===== config.mk =====
export PLATFORM = sky130hd
export DESIGN_NAME = serial_subtractor
export DESIGN_NICKNAME = d
export VERILOG_FILES = /design/src/rtl/sub_pkg.sv /design/src/rtl/full_subtractor_cell.sv /design/src/rtl/serial_subtractor.sv
export SDC_FILE = /design/constraint.sdc
export NUM_CORES = 1
export LEC_CHECK = 0
export ABC_AREA = 1
export CORE_ASPECT_RATIO = 1.1
export CORE_MARGIN = 3
export CORE_UTILIZATION = 50
export DETAILED_ROUTE_END_ITERATION = 16
export DONT_BUFFER_PORTS = 1
export PLACE_DENSITY = 0.74
export SETUP_SLACK_MARGIN = 0.3
export SYNTH_ARGS = -nofsm -noshare
export SYNTH_HDL_FRONTEND = slang
export SYNTH_SLANG_ARGS = --single-unit

===== constraint.sdc =====
create_clock -name clk -period 1.7 [get_ports clk]
set_clock_uncertainty 0.2 [all_clocks]
set_input_delay 0.34 -clock clk [delete_from_list [all_inputs] [get_ports clk]]
set_output_delay 0.34 -clock clk [all_outputs]
set_load 0.005 [all_outputs]

===== src/rtl/sub_pkg.sv =====
// Shared definitions for the bit-serial subtractor: FSM encoding and
// the step-counter width helper.
package sub_pkg;

    typedef enum logic [1:0] {
        ST_IDLE = 2'd0,
        ST_RUN  = 2'd1,
        ST_DONE = 2'd2
    } state_t;

    // A single-step configuration still needs a 1-bit counter.
    function automatic int cnt_width(input int width, input int bpc);
        int steps;
        steps = width / bpc;
        return (steps < 2) ? 1 : $clog2(steps);
    endfunction

endpackage


===== src/rtl/full_subtractor_cell.sv =====
// One-bit full subtractor: difference and borrow-out from a - b - br.
module full_subtractor_cell (
    input  logic a,
    input  logic b,
    input  logic br,
    output logic d,
    output logic br_out
);

    assign d      = a ^ b ^ br;
    assign br_out = (~a & b) | (~(a ^ b) & br);

endmodule


===== src/rtl/serial_subtractor.sv =====
// Multi-cycle subtractor computing a - b - bin, BPC bits per clock, LSB first,
// with borrow carried in a register between steps.
module serial_subtractor
    import sub_pkg::*;
#(
    parameter int WIDTH = 8,
    parameter int BPC   = 1
) (
    input  logic             clk,
    input  logic             rst,
    input  logic             start,
    input  logic [WIDTH-1:0] a,
    input  logic [WIDTH-1:0] b,
    input  logic             bin,
    output logic             busy,
    output logic             done,
    output logic [WIDTH-1:0] diff,
    output logic             bout,
    output logic             zero,
    output logic             ovf
);

    localparam int STEPS = WIDTH / BPC;
    localparam int CW    = cnt_width(WIDTH, BPC);
    localparam logic [CW-1:0] LAST_STEP = CW'(STEPS - 1);

    state_t           state_q, state_d;
    logic [WIDTH-1:0] a_q, a_d;
    logic [WIDTH-1:0] b_q, b_d;
    logic [WIDTH-1:0] res_q, res_d;
    logic [CW-1:0]    cnt_q, cnt_d;
    logic             br_q, br_d;
    logic             a_msb_q, a_msb_d;
    logic             b_msb_q, b_msb_d;
    logic [WIDTH-1:0] diff_q, diff_d;
    logic             bout_q, bout_d;
    logic             zero_q, zero_d;
    logic             ovf_q, ovf_d;

    logic [BPC-1:0]   d_vec;
    logic [BPC:0]     br_chain;
    logic [WIDTH-1:0] d_ext;
    logic [WIDTH-1:0] res_nxt;

    assign br_chain[0] = br_q;

    for (genvar i = 0; i < BPC; i++) begin : g_cell
        full_subtractor_cell u_cell (
            .a      (a_q[i]),
            .b      (b_q[i]),
            .br     (br_chain[i]),
            .d      (d_vec[i]),
            .br_out (br_chain[i+1])
        );
    end

    // New difference bits enter at the top so the result ends up LSB-aligned.
    always_comb begin
        d_ext          = '0;
        d_ext[BPC-1:0] = d_vec;
        res_nxt        = (res_q >> BPC) | (d_ext << (WIDTH - BPC));
    end

    always_comb begin
        state_d = state_q;
        a_d     = a_q;
        b_d     = b_q;
        res_d   = res_q;
        cnt_d   = cnt_q;
        br_d    = br_q;
        a_msb_d = a_msb_q;
        b_msb_d = b_msb_q;
        diff_d  = diff_q;
        bout_d  = bout_q;
        zero_d  = zero_q;
        ovf_d   = ovf_q;

        case (state_q)
            ST_IDLE, ST_DONE: begin
                state_d = ST_IDLE;
                if (start) begin
                    state_d = ST_RUN;
                    a_d     = a;
                    b_d     = b;
                    br_d    = bin;
                    res_d   = '0;
                    cnt_d   = '0;
                    a_msb_d = a[WIDTH-1];
                    b_msb_d = b[WIDTH-1];
                end
            end
            ST_RUN: begin
                a_d   = a_q >> BPC;
                b_d   = b_q >> BPC;
                br_d  = br_chain[BPC];
                res_d = res_nxt;
                // The counter holds on the last step; only a start reloads it.
                if (cnt_q == LAST_STEP) begin
                    state_d = ST_DONE;
                    diff_d  = res_nxt;
                    bout_d  = br_chain[BPC];
                    zero_d  = (res_nxt == '0);
                    ovf_d   = (a_msb_q != b_msb_q) && (res_nxt[WIDTH-1] != a_msb_q);
                end else begin
                    cnt_d = cnt_q + 1'b1;
                end
            end
            default: state_d = ST_IDLE;
        endcase
    end

    always_ff @(posedge clk or posedge rst) begin
        if (rst) begin
            state_q <= ST_IDLE;
            a_q     <= '0;
            b_q     <= '0;
            res_q   <= '0;
            cnt_q   <= '0;
            br_q    <= 1'b0;
            a_msb_q <= 1'b0;
            b_msb_q <= 1'b0;
            diff_q  <= '0;
            bout_q  <= 1'b0;
            zero_q  <= 1'b0;
            ovf_q   <= 1'b0;
        end else begin
            state_q <= state_d;
            a_q     <= a_d;
            b_q     <= b_d;
            res_q   <= res_d;
            cnt_q   <= cnt_d;
            br_q    <= br_d;
            a_msb_q <= a_msb_d;
            b_msb_q <= b_msb_d;
            diff_q  <= diff_d;
            bout_q  <= bout_d;
            zero_q  <= zero_d;
            ovf_q   <= ovf_d;
        end
    end

    assign busy = (state_q == ST_RUN);
    assign done = (state_q == ST_DONE);
    assign diff = diff_q;
    assign bout = bout_q;
    assign zero = zero_q;
    assign ovf  = ovf_q;

endmodule

==> results.txt <==
Status: finished clean
Starting Density: 54.1%
Top FF cell, synth: dfrtp_1
Diodes inserted: 0
Hold Path Class: input pin to register
Antenna violations before repair: 0
Largest net degree at the start of global routing: 43
CP Max Fanout: 3
DIE WIDTH: 66.9 um
Drt wl/cell: 16.7 um
Critical path type: register to register
Fin. Hold Viols: 0
Layout cell share with drive strength beyond 1: 37.3%
Chip height: 73.0 um
Layout area overhead: 33.0%
Worst slew pin tran: 286 ps
Synth async-reset ratio: 100%
Clk slew on worst S/H paths: 80 ps
Post-layout nets: 291
Die Footprint: 0.00488 mm^2
Cells along the critical path: buf_6, fa_1, nand2_1, nand2_1, nand3_1, nand2_1
Drt via density: 5.12
Post-Synthesis Cell Area: 0.00204 mm^2
Post-route design area: 0.00271 mm^2
Number of I/O pins: 33
Peak VDD IR: 1.03 mV
Final wirelength: 5300 um
RSZ-0062 raised after global routing: yes
Core outline area: 0.00377 mm^2
Worst R2R Start: br_q
GP Congestion: 0.712
Setup Viol. Count Final: 0
Largest stage delay, worst path: 590 ps
Area leader, netlist: dfrtp_1
Tmin final: 1660 ps
Iter 0 DRT Violations: 99
Filler cell count: 288
Worst slew margin: 80.9%
Post-synth top area share: 51.5%
WP data arrival: 1690 ps
Number of global-route vias before repair: 1,520
Post-placement cell area: 0.00207 mm^2
Number of I/O port buffers: 0
Register area share after synthesis: 51.5%
CP max stage cell: fa_1
Final Util: 72.0%
Post-synth EDFFs: 0
First-pass GRT wire length: 6960 um
Power per Cell Area: 2090 mW/mm^2
Reg-to-reg setup timing slack: 40 ps
Synthesized Nets: 266
Vias: 1,629
Worst-skew pair later-pin latency: 300 ps
Synthesized instance count: 242
DRT Pass-1 Iters: 4
Yosys reg bits: 42
Worst Hold Depth: 2
Antenna-violating nets left: 0
Most frequent cell after synthesis: nand2_1
Clock buffer count from CTS: 5
Endpoint type of the worst setup path: register
Leakage: 0.00144 uW
End of the worst hold path: a_q[7]
GRT overflow: 0
MaxCap Viol Count: 0
Distinct cells, synth: 20
CP startpoint kind: register
Final hold slack: 38.6 ps
DRC viols: 0
Worst EP required: 1730 ps
CTS root buf: clkbuf_8
Largest cells by area after synthesis: dfrtp_1 (52%), nand2_1 (16%), inv_1 (8.1%)
Std cell rows: 23
H-tree depth: 2
Max Freq: 0.604 GHz
Pre-CTS WS: 82.3 ps
Worst path most repeated cell: nand2_1
TritonCTS clock tree: done
Synth top cells by count: nand2_1 (87), inv_1 (44), dfrtp_1 (42), nand3_1 (20), o22ai_1 (9)
Warnings, synthesis: 0
Clk sink count: 42
Post-DP HPWL: 2540 um
Critical path buffers and inverters: 1
Final setup margin: 43.5 ps
FF-to-FF path depth: 6
Max-slew violation count: 0
Clock Path Buffers: 2
Syn avg cell area: 8.43 um^2
Final period util: 97.4%
FF-to-FF End: ovf
Total track usage: 19.4%
HP Start: a[7]
Top Family by Delay on Critical Path: adder cells
==> area by class of cell <==
| cell class | count | area, um^2 | area share, % |
|---|---|---|---|
| clock inverters | 3 | 40.0 | 1.48 |
| repair buffers | 20 | 225 | 8.30 |
| repair inverters | 1 | 11.3 | 0.415 |
| well taps | 50 | 62.6 | 2.31 |
| flip-flops and latches | 42 | 1050 | 38.8 |
| inverters | 47 | 205 | 7.56 |
| multi-input cells | 150 | 1050 | 38.6 |
| clock buffers | 5 | 68.8 | 2.54 |
==> report_power, final <==
group / leakage (uW) / internal [uW] / switching [uW]
registers: 0.000517 / 1490 / 339
clock network: 0.0000579 / 432 / 353
logic: 0.000865 / 1270 / 1780
==> worst max-delay path by stage <==
stage	startpoint	end	slack (ps)	cells past startpoint
floorplan	b_q[0]	br_q	200	4
finish	br_q	ovf	40	6
global placement	b_q[0]	zero	160	7
detailed placement	b_q[0]	zero	80	7
global route	br_q	ovf	-8	6
CTS	br_q	zero	80	7
==> cell families (layout without fill, tap and decap cells) <==
| logic type | count (synthesis) | after routing | synth area share, % |
|---|---|---|---|
| buf+inv | 55 | 76 | 12.8 |
| flops | 42 | 42 | 51.5 |
| fa+ha+maj | 4 | 4 | 3.19 |
| compound gates | 20 | 20 | 6.87 |
| simple gates | 121 | 126 | 25.6 |
==> registers in the layout (all words and copies together) (netlist names) <==
name     flops
b_q          8
state_q      2
ovf          1
bout         1
br_q         1
a_q          8
zero         1
diff         8
cnt_q        3
res_q        7
b_msb_q      1
a_msb_q      1
==> stage by stage <==
step           setup TNS [ps]  power (uW)  instances
2_1_floorplan               0        3310        242
3_3_place_gp                0        3520        288
3_5_place_dp                0        3610        288
4_1_cts                     0        4680        306
5_1_grt                 -7.68        6050        318
6_report                    0        5660        318
==> cells in the final DEF, fill, tap and decap left out <==
master         Yosys  layout
buf_4              4       8
nor2_4             0       4
or2_2              1       1
nor2_1             8       5
bufinv_16          0       1
inv_4              0       3
buf_12             0       2
clkbuf_16          0       1
fa_2               0       1
dfrtp_2            0       2
dlygate4sd3_1      0       1
inv_8              0       1
fa_1               2       1
o21ai_0            3       3
clkinv_4           0       1
nand3_1           20       6
buf_6              3       8
o21ai_2            7       7
nand2_1           87      61
clkbuf_8           0       5
ha_2               0       1
nor2_8             1       1
o21bai_1           1       1
nand2_4            3      16
clkinv_8           0       1
nand3_2            0      14
ha_4               0       1
o22ai_1            9       9
nand2_8            0       3
dfrtp_1           42      40
clkinv_2           0       2
inv_1             44      41
nand2_2            1      15
clkinvlp_4         0       1
==> what timing repair did <==
| action | 4_1_cts | 5_1_grt |
|---|---|---|
| pin swaps | 6 | 32 |
| cloned | 2 | 6 |
| hold buffers | 1 | 0 |
| gates resized for setup | 17 | 74 |
| setup buffers | 7 | 6 |
| setup endpoints to repair | 35 | 25 |
| endpoints found under the hold margin | 42 | 0 |
==> metal layers <==
layer / GRT usage, % / vias up / share of wire, %
li1: - / 787 / -
met3: 7.40 / 11 / 5.2
met1: 24.6 / 781 / 39
met4: 8.11 / 0 / 2.3
met5: 0 / - / 0
met2: 29.7 / 50 / 53
No activity file was read; power rests on OpenSTA's default activity.
==> patch 1, RTL diff (same settings) <==
Encoding of `state_t`: now one-hot (3 bits for 3 states).
--- a/src/rtl/sub_pkg.sv
+++ b/src/rtl/sub_pkg.sv
@@ -2,10 +2,10 @@
 // the step-counter width helper.
 package sub_pkg;
 
-    typedef enum logic [1:0] {
-        ST_IDLE = 2'd0,
-        ST_RUN  = 2'd1,
-        ST_DONE = 2'd2
+    typedef enum logic [2:0] {
+        ST_IDLE = 3'b001,
+        ST_RUN  = 3'b010,
+        ST_DONE = 3'b100
     } state_t;
 
     // A single-step configuration still needs a 1-bit counter.
Function: same outputs for any inputs over 10 cycles, from zero or initial values and one cycle with rst high; not proved beyond that.
==> patch 1 against the original RTL <==
- clock power is 20% lower
- global-route usage is 0.40 points higher
- sequential cell count is 1 higher
- sequential share of layout area is 4.6 points higher
- area after synthesis is 4.1% higher
- setup slack better by 0.028 ns
- design area is 8.6% lower
- wire length is 18% lower
- power is 33% lower
- critical path type is now flop to output port
==> patch 1: results (changes against the original RTL) <==
metric,value,unit,change
ff2ff_path_depth,8,,was 6
synth_warnings,0,,unchanged
r2r-end,ovf,,unchanged
drt_iter0_drc,104,,was 99
antenna_found_initial,0,,unchanged
clk_pin_slew,0.08,ns,about the same
grt_max_degree,24,,was 43
cp_slowest_cell,dfstp_2,,was fa_1
place_area,2220,µm²,was 2070 µm²
grt_usage,19.8,%,was 19.4%
ctsResizeCount,15,,was 17
h-tree-depth,2,,unchanged
cts.path.max_buffers,2,,unchanged
place_congestion,0.802,,was 0.712
synthTopCellsByCount,"nand2_1, dfrtp_1, nand3_1",,"was nand2_1, inv_1, dfrtp_1"
post_cts_buffers,8,,was 7
yosys-top-cells-area,"dfrtp_1, nand2_1, nand3_1",,"was dfrtp_1, nand2_1, inv_1"
slew_headroom,66.9,%,was 80.9%
cts_hold_buffers,1,,unchanged
cts_root_buf,clkbuf_8,,unchanged
hp-class,input port to flop,,unchanged
p_leak,1.34,nW,was 1.44 nW
holdWs,0.0372,ns,was 0.0386 ns
portBuffers,0,,unchanged
grt_pass1_vias,1632,,was 1520
drive_gt1_share,20.4,%,was 37.3%
status,"complete, no violations",,unchanged
drt-pass1-iter-count,4,,unchanged
rr_startpoint,a_q[0],,was br_q
holdPathStages,2,,unchanged
synth_flop_cell,dfrtp_1,,unchanged
syn-num-nets,283,,was 266
max-cap-violations,0,,unchanged
worstSkewPairLatency,0.30,ns,about the same
yosysUniqueCellTypes,20,,unchanged
synthArstFlopShare,100,%,unchanged
r2r_setup_slack,0.08,ns,was 0.04 ns
crit_family,flip-flops,,was adder cells
numCtsBuffers,5,,unchanged
ys_seq_area_share,50.7,%,was 51.5%
intPower,2.33,mW,was 3.19 mW
worstHoldStart,a[7],,unchanged
nets,302,,was 291
ir_drop,0.758,mV,was 1.03 mV
min_to,a_q[7],,unchanged
wl_per_cell,13.2,µm,was 16.7 µm
cp_max_fo,9,,was 3
via_per_inst,5.11,,was 5.12
grt_pass1_wl,7470,µm,was 6960 µm
n_antenna_cell,0,,unchanged
num-fill-cells,347,,was 288
dp_hpwl,2970,µm,was 2540 µm
cp_slowest_stage_delay,0.58,ns,
-- patch 1: cell families (layout without fill, tap and decap cells) --
family / Yosys count / after routing / synth area share [%]
AO/OA/AOI/OAI: 6 / 6 / 2.12
adder cells (fa/ha/maj): 4 / 4 / 3.06
buffers and inverters: 32 / 52 / 8.01
flip-flops: 43 / 43 / 50.7
AND/OR/NAND/NOR: 174 / 174 / 36.1
-- patch 1: power by group through the flow --
stage	Combinational, mW	Clock (mW)	Sequential [mW]
floorplan	1.08	0	1.50
global placement	1.24	0	1.55
detailed placement	1.28	0	1.56
CTS	1.50	0.644	1.54
global route	1.89	0.687	1.57
finish	1.66	0.628	1.53
-- patch 1: worst max path at each step --
stage	from	endpoint	slack [ns]	cells after the start
2_1_floorplan	br_q	ovf	0.19	7
5_1_grt	state_q[0]	busy	0.02	3
3_5_place_dp	br_q	ovf	0.11	7
6_report	state_q[0]	busy	0.07	3
3_3_place_gp	state_q[0]	diff[6]	0.11	6
4_1_cts	state_q[0]	busy	0.08	3
-- patch 1: per-stage QoR --
step	total power [mW]	std cells	setup WS [ns]	util, %
after floorplan	2.58	259	0.188	-
after global placement	2.79	309	0.110	55.1
after detailed placement	2.84	309	0.108	55.1
after CTS	3.68	326	0.0834	60.0
after global routing	4.15	331	0.0222	61.6
final	3.82	331	0.0718	61.6
-- patch 1: cell type report --
type	instances	area share, %
clock inverter	1	0.202
sequential	43	43.4
timing repair buffer	25	10.0
clock buffer	7	3.08
inverter	19	3.43
tap	52	2.62
multi-input combinational	184	37.2
-- patch 1: layer usage --
layer / part of all wire, % / global-route usage, % / vias to the layer above
met4: 1.5 / 7.73 / 0
li1: - / - / 855
met3: 7.9 / 7.55 / 6
met2: 49 / 30.8 / 57
met5: 0 / 0 / -
met1: 42 / 24.9 / 774
==> patch 2, RTL diff (same flow settings) <==
Without the edit above. Change the parameter `WIDTH` from 8 to 7.
--- a/src/rtl/serial_subtractor.sv
+++ b/src/rtl/serial_subtractor.sv
@@ -3,7 +3,7 @@
 module serial_subtractor
     import sub_pkg::*;
 #(
-    parameter int WIDTH = 8,
+    parameter int WIDTH = 7,
     parameter int BPC   = 1
 ) (
     input  logic             clk,
Ports: changed (resized a, b and diff); port bits go from 33 to 30. No check against the original RTL was run, so the function may have changed too.
==> patch 2 against the original RTL <==
- combinational power shrank 6%
- setup slack gained 0.021 ns
- sequential cell count shrank 4
- register-to-register slack gained 0.03 ns
- power shrank 10%
- wire length shrank 11%
- design area shrank 6.7%
- area after synthesis shrank 14%
- maximum frequency grew 1.3%
- critical path type is now flop to output port
- largest power group unchanged
==> patch 2: results (changes against the original RTL) <==
metric,value,unit,change
grt_pass1_vias,1450,,was 1520
nets,279,,was 291
clk_pin_slew,0.12,ns,was 0.08 ns
place_congestion,0.746,,was 0.712
status,"complete, no violations",,unchanged
synthTopCellsByCount,"nand2_1, inv_1, dfrtp_1",,unchanged
synth.avg_cell_area,7.98,µm²,was 8.43 µm²
fin_crit,1.64,ns,was 1.66 ns
cp_max_fo,7,,was 3
ys_seq_area_share,54.4,%,was 51.5%
yosysUniqueCellTypes,17,,was 20
grt_pass1_wl,6600,µm,was 6960 µm
yosys-top-cells-area,"dfrtp_1, nand2_1, inv_1",,unchanged
drt_wl_total,4740,µm,was 5300 µm
cp_slowest_stage_delay,0.39,ns,was 0.59 ns
drt-pass1-iter-count,6,,was 4
grt_max_degree,22,,was 43
place_ws,0.154,ns,was 0.0823 ns
rr_startpoint,b_q[0],,was br_q
crit_end,busy,,was ovf
syn-num-nets,240,,was 266
critPathLaunch,state_q[0],,was br_q
dp.cells,265,,was 288
fin_cells,304,,was 318
arrival,1.10,ns,was 1.69 ns
p_leak,1.33,nW,was 1.44 nW
drive_gt1_share,29.8,%,was 37.3%
worstSkewPairLatency,0.36,ns,was 0.30 ns
place_area,1840,µm²,was 2070 µm²
vias,1570,,was 1629
ff2ff_path_depth,7,,was 6
dp_hpwl,2220,µm,was 2540 µm
r2r_setup_slack,0.07,ns,was 0.04 ns
grt_usage,20.6,%,was 19.4%
cp_slowest_cell,dfrtp_1,,was fa_1
## patch 2: cell types whose count changed after synthesis, moves of 3 or more
cell     delta
buf_4       -3
nand2_4     -3
o21ai_1     +8
dfrtp_1     -4
nand2_1     -4
buf_6       -3
o21ai_2     -7
buf_2       +6
nand3_1     -6
## patch 2: what timing repair did
item | 4_1_cts | 5_1_grt
setup endpoints to repair | 36 | 38
resized for setup | 33 | 36
hold buffers | 10 | 0
pin swaps | 4 | 7
hold endpoints to repair | 48 | 0
cloned | 3 | 3
buffers inserted | 9 | 7
## patch 2: cell families after synthesis
| logic type | Yosys count | synth area share (%) |
|---|---|---|
| buf+inv | 51 | 11.6 |
| compound gates | 19 | 6.01 |
| simple gates | 107 | 24.9 |
| flops | 38 | 54.4 |
| fa+ha+maj | 3 | 2.58 |
| xor+xnor | 1 | 0.501 |
## patch 2: through the flow
step | total power [mW] | util, % | TNS [ns]
floorplan | 2.78 | - | 0
global placement | 3.10 | 57.3 | 0
detailed placement | 3.14 | 57.3 | 0
CTS | 4.28 | 70.6 | 0
global route | 5.45 | 79.0 | -0.0224
finish | 5.09 | 79.0 | 0
## patch 2: metal layers
metal,global-route usage (%),vias to the layer above,part of all wire (%),wire (µm)
met5,0,-,0,0
met4,12.1,0,2.8,133
met3,5.09,14,4.9,233
met2,35.8,58,51,2440
met1,23.7,757,41,1930
li1,-,741,-,-
## patch 2: worst min path at each step
stage / from / end / slack [ns] / cells past startpoint
floorplan: rst / a_msb_q / 0.11 / 1
global placement: rst / zero / 0.04 / 1
detailed placement: rst / zero / 0.04 / 1
CTS: b[0] / b_q[0] / 0.005 / 4
global route: b[0] / b_q[0] / 0.03 / 4
finish: b[1] / b_q[1] / 0.006 / 4
## patch 2: final cells by class
cell class / count / area (µm²) / area share (%)
clock inverters: 1 / 30.0 / 1.19
inverters: 44 / 184 / 7.27
repair buffers: 37 / 452 / 17.8
flip-flops and latches: 38 / 952 / 37.6
clock buffers: 6 / 51.3 / 2.03
repair inverters: 1 / 8.76 / 0.346
well taps: 46 / 57.6 / 2.27
multi-input cells: 131 / 796 / 31.4
## patch 2: critical path, delay by kind of cell, from the launching register on
| family | cells | cell delay [ns] |
|---|---|---|
| buf+inv | 2 | 0.21 |
| flops | 1 | 0.39 |
| simple gates | 1 | 0.14 |
## patch 2: report_power, final
| group | total [mW] | switching (mW) | internal (mW) |
|---|---|---|---|
| clock network | 0.642 | 0.300 | 0.342 |
| registers | 1.58 | 0.264 | 1.31 |
| logic | 2.87 | 1.55 | 1.32 |
| total | 5.09 | 2.11 | 2.98 |
